`src/rtl/shift_reg_sequencer.sv`:
```
`default_nettype none
// ============================================================================
//  Module   : shift_reg_sequencer
//  Purpose  : Command-driven controller for a WIDTH-bit universal shift
//             register. It runs LOAD, SHL, SHR and ROL operations with a
//             step count, and signals completion with a one-cycle done pulse.
//  Revision : 1.0 - initial release
// ============================================================================
module shift_reg_sequencer #(
  parameter int WIDTH = 4,
  parameter int CNT_W = 3
) (
  input  logic             clk,
  input  logic             reset,
  input  logic             cmd_valid,
  output logic             cmd_ready,
  input  logic [1:0]       cmd_op,
  input  logic [CNT_W-1:0] cmd_count,
  input  logic [WIDTH-1:0] cmd_data,
  input  logic             ser_in,
  output logic [WIDTH-1:0] q,
  output logic             ser_out,
  output logic             busy,
  output logic             done
);

  localparam logic [1:0] S_IDLE = 2'd0;
  localparam logic [1:0] S_EXEC = 2'd1;
  localparam logic [1:0] S_DONE = 2'd2;

  localparam logic [1:0] OP_LOAD = 2'b00;
  localparam logic [1:0] OP_SHL  = 2'b01;
  localparam logic [1:0] OP_SHR  = 2'b10;
  localparam logic [1:0] OP_ROL  = 2'b11;

  localparam logic [CNT_W-1:0] CNT_ONE  = {{(CNT_W-1){1'b0}}, 1'b1};
  localparam logic [CNT_W-1:0] CNT_ZERO = {CNT_W{1'b0}};

  logic [1:0]       state;
  logic [1:0]       state_nxt;
  logic [1:0]       op_lat;
  logic [CNT_W-1:0] rem;
  logic [WIDTH-1:0] data_lat;

  // The final EXEC cycle is the one that does the last step, or the single
  // no-op / load cycle for LOAD and count==0.
  logic last_exec;
  assign last_exec = (op_lat == OP_LOAD) || (rem == CNT_ONE) || (rem == CNT_ZERO);

  // State register.
  always_ff @(posedge clk) begin
    if (reset) begin
      state <= S_IDLE;
    end else begin
      state <= state_nxt;
    end
  end

  // Next-state logic.
  always_comb begin
    state_nxt = state;
    case (state)
      S_IDLE:  if (cmd_valid) state_nxt = S_EXEC;
      S_EXEC:  if (last_exec) state_nxt = S_DONE;
      S_DONE:  state_nxt = S_IDLE;
      default: state_nxt = S_IDLE;
    endcase
  end

  // Handshake and status outputs decoded from the current state.
  always_comb begin
    cmd_ready = 1'b0;
    busy      = 1'b0;
    done      = 1'b0;
    case (state)
      S_IDLE:  cmd_ready = 1'b1;
      S_EXEC:  busy = 1'b1;
      S_DONE:  begin
        busy = 1'b1;
        done = 1'b1;
      end
      default: cmd_ready = 1'b0;
    endcase
  end

  // Command latches and shift datapath; one step per EXEC edge while steps remain.
  always_ff @(posedge clk) begin
    if (reset) begin
      op_lat   <= OP_LOAD;
      rem      <= CNT_ZERO;
      data_lat <= {WIDTH{1'b0}};
      q        <= {WIDTH{1'b0}};
      ser_out  <= 1'b0;
    end else begin
      case (state)
        S_IDLE: begin
          if (cmd_valid) begin
            op_lat   <= cmd_op;
            rem      <= cmd_count;
            data_lat <= cmd_data;
          end
        end
        S_EXEC: begin
          if (op_lat == OP_LOAD) begin
            q <= data_lat;
          end else if (rem != CNT_ZERO) begin
            rem <= rem - CNT_ONE;
            case (op_lat)
              OP_SHL: begin
                q       <= {q[WIDTH-2:0], ser_in};
                ser_out <= q[WIDTH-1];
              end
              OP_SHR: begin
                q       <= {ser_in, q[WIDTH-1:1]};
                ser_out <= q[0];
              end
              OP_ROL: begin
                q       <= {q[WIDTH-2:0], q[WIDTH-1]};
                ser_out <= q[WIDTH-1];
              end
              default: q <= q;
            endcase
          end
        end
        default: q <= q;
      endcase
    end
  end

endmodule
`default_nettype wire
```
`config.mk`:
```
export PLATFORM = sky130hd
export DESIGN_NAME = shift_reg_sequencer
export DESIGN_NICKNAME = d
export VERILOG_FILES = /design/src/rtl/shift_reg_sequencer.sv
export SDC_FILE = /design/constraint.sdc
export NUM_CORES = 1
export LEC_CHECK = 0
export ABC_AREA = 0
export ABC_CLOCK_PERIOD_IN_PS = 1600
export BUFFER_PORTS_ARGS = -buffer_cell sky130_fd_sc_hd__buf_2
export CAP_MARGIN = 20
export CORE_MARGIN = 3
export CORE_UTILIZATION = 52
export DETAILED_ROUTE_END_ITERATION = 12
export PLACE_DENSITY = 0.74
export SLEW_MARGIN = 10
export SYNTH_ARGS = -nofsm -noshare
export SYNTH_HDL_FRONTEND = slang
export SYNTH_SLANG_ARGS = --single-unit
```
`constraint.sdc`:
```
create_clock -name clk -period 1.6 [get_ports clk]
set_input_delay 0.08 -clock clk [delete_from_list [all_inputs] [get_ports clk]]
set_output_delay 0.08 -clock clk [all_outputs]
set_load 0.01 [all_outputs]
```
==> metrics <==
Rel. slew slack 0.775; fraction of final layout cells sized beyond drive strength 1 0.277; number of design-rule violations left by the first detailed-router iteration 16; global-route wire length before repair slightly below 4000 um; number of global-route vias before repair 889; category of the most critical setup path flop to flop; clock tree from TritonCTS done; run status finished clean; Avg WL per Cell 14.2 um; final std cells w/o fill between 150 and 200; pin count of the biggest net entering global routing 17; power density relative to cell area 959 nW/um2; post-CTS clock slew at the launch and capture registers of the worst setup and hold paths approximately 100 ps; worst min-delay path class primary input to flop; Final #Nets 166; Layout area overhead 18.9%; CORE AREA 1750 um2; Post-synth EDFFs 0; number of maximum-capacitance violations 0; Via density roughly 5.7; most frequently used flop master after synthesis dfxtp_1; critical path fanouts, max 6; initial core utilization 0.560; share of synthesized registers carrying an async set or reset 0; die span in x 49.4 um; setup repair after global routing missed its margin no; Yosys warnings 0; area share of xor/xnor cells in the synthesized design 0; worst hold endpoint data_lat[1]$_SDFFE_PP0P_; Net Count, Synth 144; Ports 21; transition time at the pin with the least slew margin 336 ps; setup slack of the critical path after layout 113 ps; ant diodes 0; post-synthesis instance total between 100 and 150; Placer Congestion 0.797; number of unique standard cell types used by synthesis 31; detailed-routing iteration count for the pre-antenna-repair pass 4; half-perimeter wire length of the detailed placement result 1660 um; cell leakage power 0.481 nW; Die Y-Extent a little under 50 um; post-route clock period utilization 0.929; total routing resource utilization after global routing 0.206; clock latency of the later-clocked register in the worst-skew pair just under 300 ps; register area share after synthesis 0.328; antenna-violating nets left 0; post-cts hold buffer count 0; final WL 2360 um; count of fill cells added during filler insertion 161; reg-to-reg setup timing slack 110 ps; Clock H-tree levels 1; pre-CTS setup slack about 55 ps; num rows 15; fin. max-slew vios 0; die area 2440 um2; worst-case clock skew 1.36 ps; fraction of the mapped netlist area in simple logic gates 0.191; synthesized area 977 um2; startpoint of the most critical register-to-register path op_lat[0]$_SDFFE_PP0P_; arrival time at the worst endpoint ~1700 ps; Total Negative Setup Slacks 0 ps; peak supply drop 0.661 mV; worst hold path cell count 3; final critical delay including setup and external delays 1490 ps; Root Buffer Master clkbuf_4; maximum achievable frequency between 600 and 700 MHz; mean instance size in the synthesized netlist 8.14 um2; post-synthesis compound-gate area fraction 0.257; critical hold path startpoint cmd_data[1]; Inserted Clock Buffers 3; DRC viols 0; buffer levels on the longest clock path 2; area occupied by multi-input gates 608 um2; Startpoint Class flop; worst flop-to-flop path endpoint q[3]$_SDFFE_PP0P_; Port Buffer Count 20; synthesis-stage register bit count 16; logic depth of the worst register-to-register path 6; via count 939; main combinational cell family by area after synthesis compound AO/OA/AOI/OAI gates; area taken by flip-flops and latches 323 um2; Cell Count Post-Placement roughly 160; mux share of post-synthesis cell area 0.0102; initial antenna violation count 0; CTS sink cnt 16; utilization after layout 0.666; Crit. End Element flop; Overflow after GRT 0; final-report setup violation count 0; Final Hold Viols 0; required time of the critical path 1780 ps; Synth Area in Adders 0.141
==> worst max path at each step <==
stage                           startpoint                   to  depth (start not counted)
finish              op_lat[0]$_SDFFE_PP0P_    q[3]$_SDFFE_PP0P_                          6
global route        op_lat[0]$_SDFFE_PP0P_    q[1]$_SDFFE_PP0P_                          6
CTS                  state[1]$_SDFFE_PP0P_  rem[1]$_SDFFE_PP0P_                          5
detailed placement   state[1]$_SDFFE_PP0P_  rem[1]$_SDFFE_PP0P_                          5
global placement     state[1]$_SDFFE_PP0P_  rem[1]$_SDFFE_PP0P_                          5
floorplan            state[0]$_SDFFE_PP0P_  rem[1]$_SDFFE_PP0P_                          6
==> synth_stat cells (all sizes together), types with 2 or more instances <==
master / count / share of area
a22oi: 2 / 0.015
a221oi: 3 / 0.027
o21ai: 4 / 0.032
nand2b: 3 / 0.027
nor2: 8 / 0.031
nor3: 2 / 0.010
buf: 4 / 0.023
ha: 11 / 0.14
nand3: 8 / 0.041
clkbuf: 2 / 0.0077
nand2: 13 / 0.050
dfxtp: 16 / 0.33
a21oi: 18 / 0.096
a211o: 3 / 0.027
inv: 11 / 0.042
==> placed cells by master, fill, tap and decap left out, drive strengths merged <==
cell type / count
a22oi: 2
nand3: 8
a21oi: 18
nand2: 13
or2b: 1
clkbuf: 4
inv: 11
buf: 23
and4: 1
nor3: 2
o221a: 1
a311oi: 1
a221oi: 3
ha: 11
a211oi: 1
a31oi: 1
o21ai: 4
nor2: 8
a311o: 1
a211o: 3
dfxtp: 16
o211ai: 1
nand2b: 3
a21boi: 1
mux2i: 1
nor4b: 1
nor2b: 1
==> registers in the layout, summed over array words and instances (netlist names) <==
name / count
ser_out: 1
state: 2
data_lat: 4
op_lat: 2
rem: 3
q: 4
==> worst max-delay path, cell delays in order, from the launching register on <==
cell and delay (ps):
dfxtp_2 350, inv_1 100, ha_1 280, nand2b_1 130, a221oi_1 300, a211o_1 150
a21oi_1 60
==> metrics by stage <==
stage                     area [um2]  total power, W  hold slack (ps)
final                           1160         0.00111             22.9
after global routing            1160         0.00118             30.9
after CTS                       1140         0.00109             23.3
after detailed placement        1100        0.000812              338
after global placement          1100        0.000800              333
after floorplan                  977        0.000716              227
==> per-layer routing <==
layer  GRT usage  routed length [um]  up-vias
met4      0.0853                  55        0
li1            -                   -      461
met2       0.337                1100       37
met1       0.270                1090      435
met3      0.0275                 119        6
met5           0                   0        -
==> where the power goes <==
group | internal [W] | switching (W)
clock network | 0.000139 | 0.000140
logic | 0.000152 | 0.000217
registers | 0.000435 | 0.0000310
==> cells by family (layout without fill, tap and decap cells) <==
logic type	after synthesis	after routing
flops	16	16
fa+ha+maj	11	11
compound gates	37	37
buf+inv	17	38
mux	1	1
simple gates	38	38
==> area by class of cell <==
type | instances | area share
Timing Repair Buffer | 23 | 0.105
Sequential cell | 16 | 0.278
Multi-Input combinational cell | 87 | 0.523
Tap cell | 25 | 0.0269
Inverter | 11 | 0.0355
Clock buffer | 4 | 0.0312
==> what timing repair did <==
action / 4_1_cts / 5_1_grt
setup buffers: 0 / 0
setup endpoints to repair: 0 / 10
gates resized for setup: 0 / 9
No activity file was read; power rests on OpenSTA's default activity.
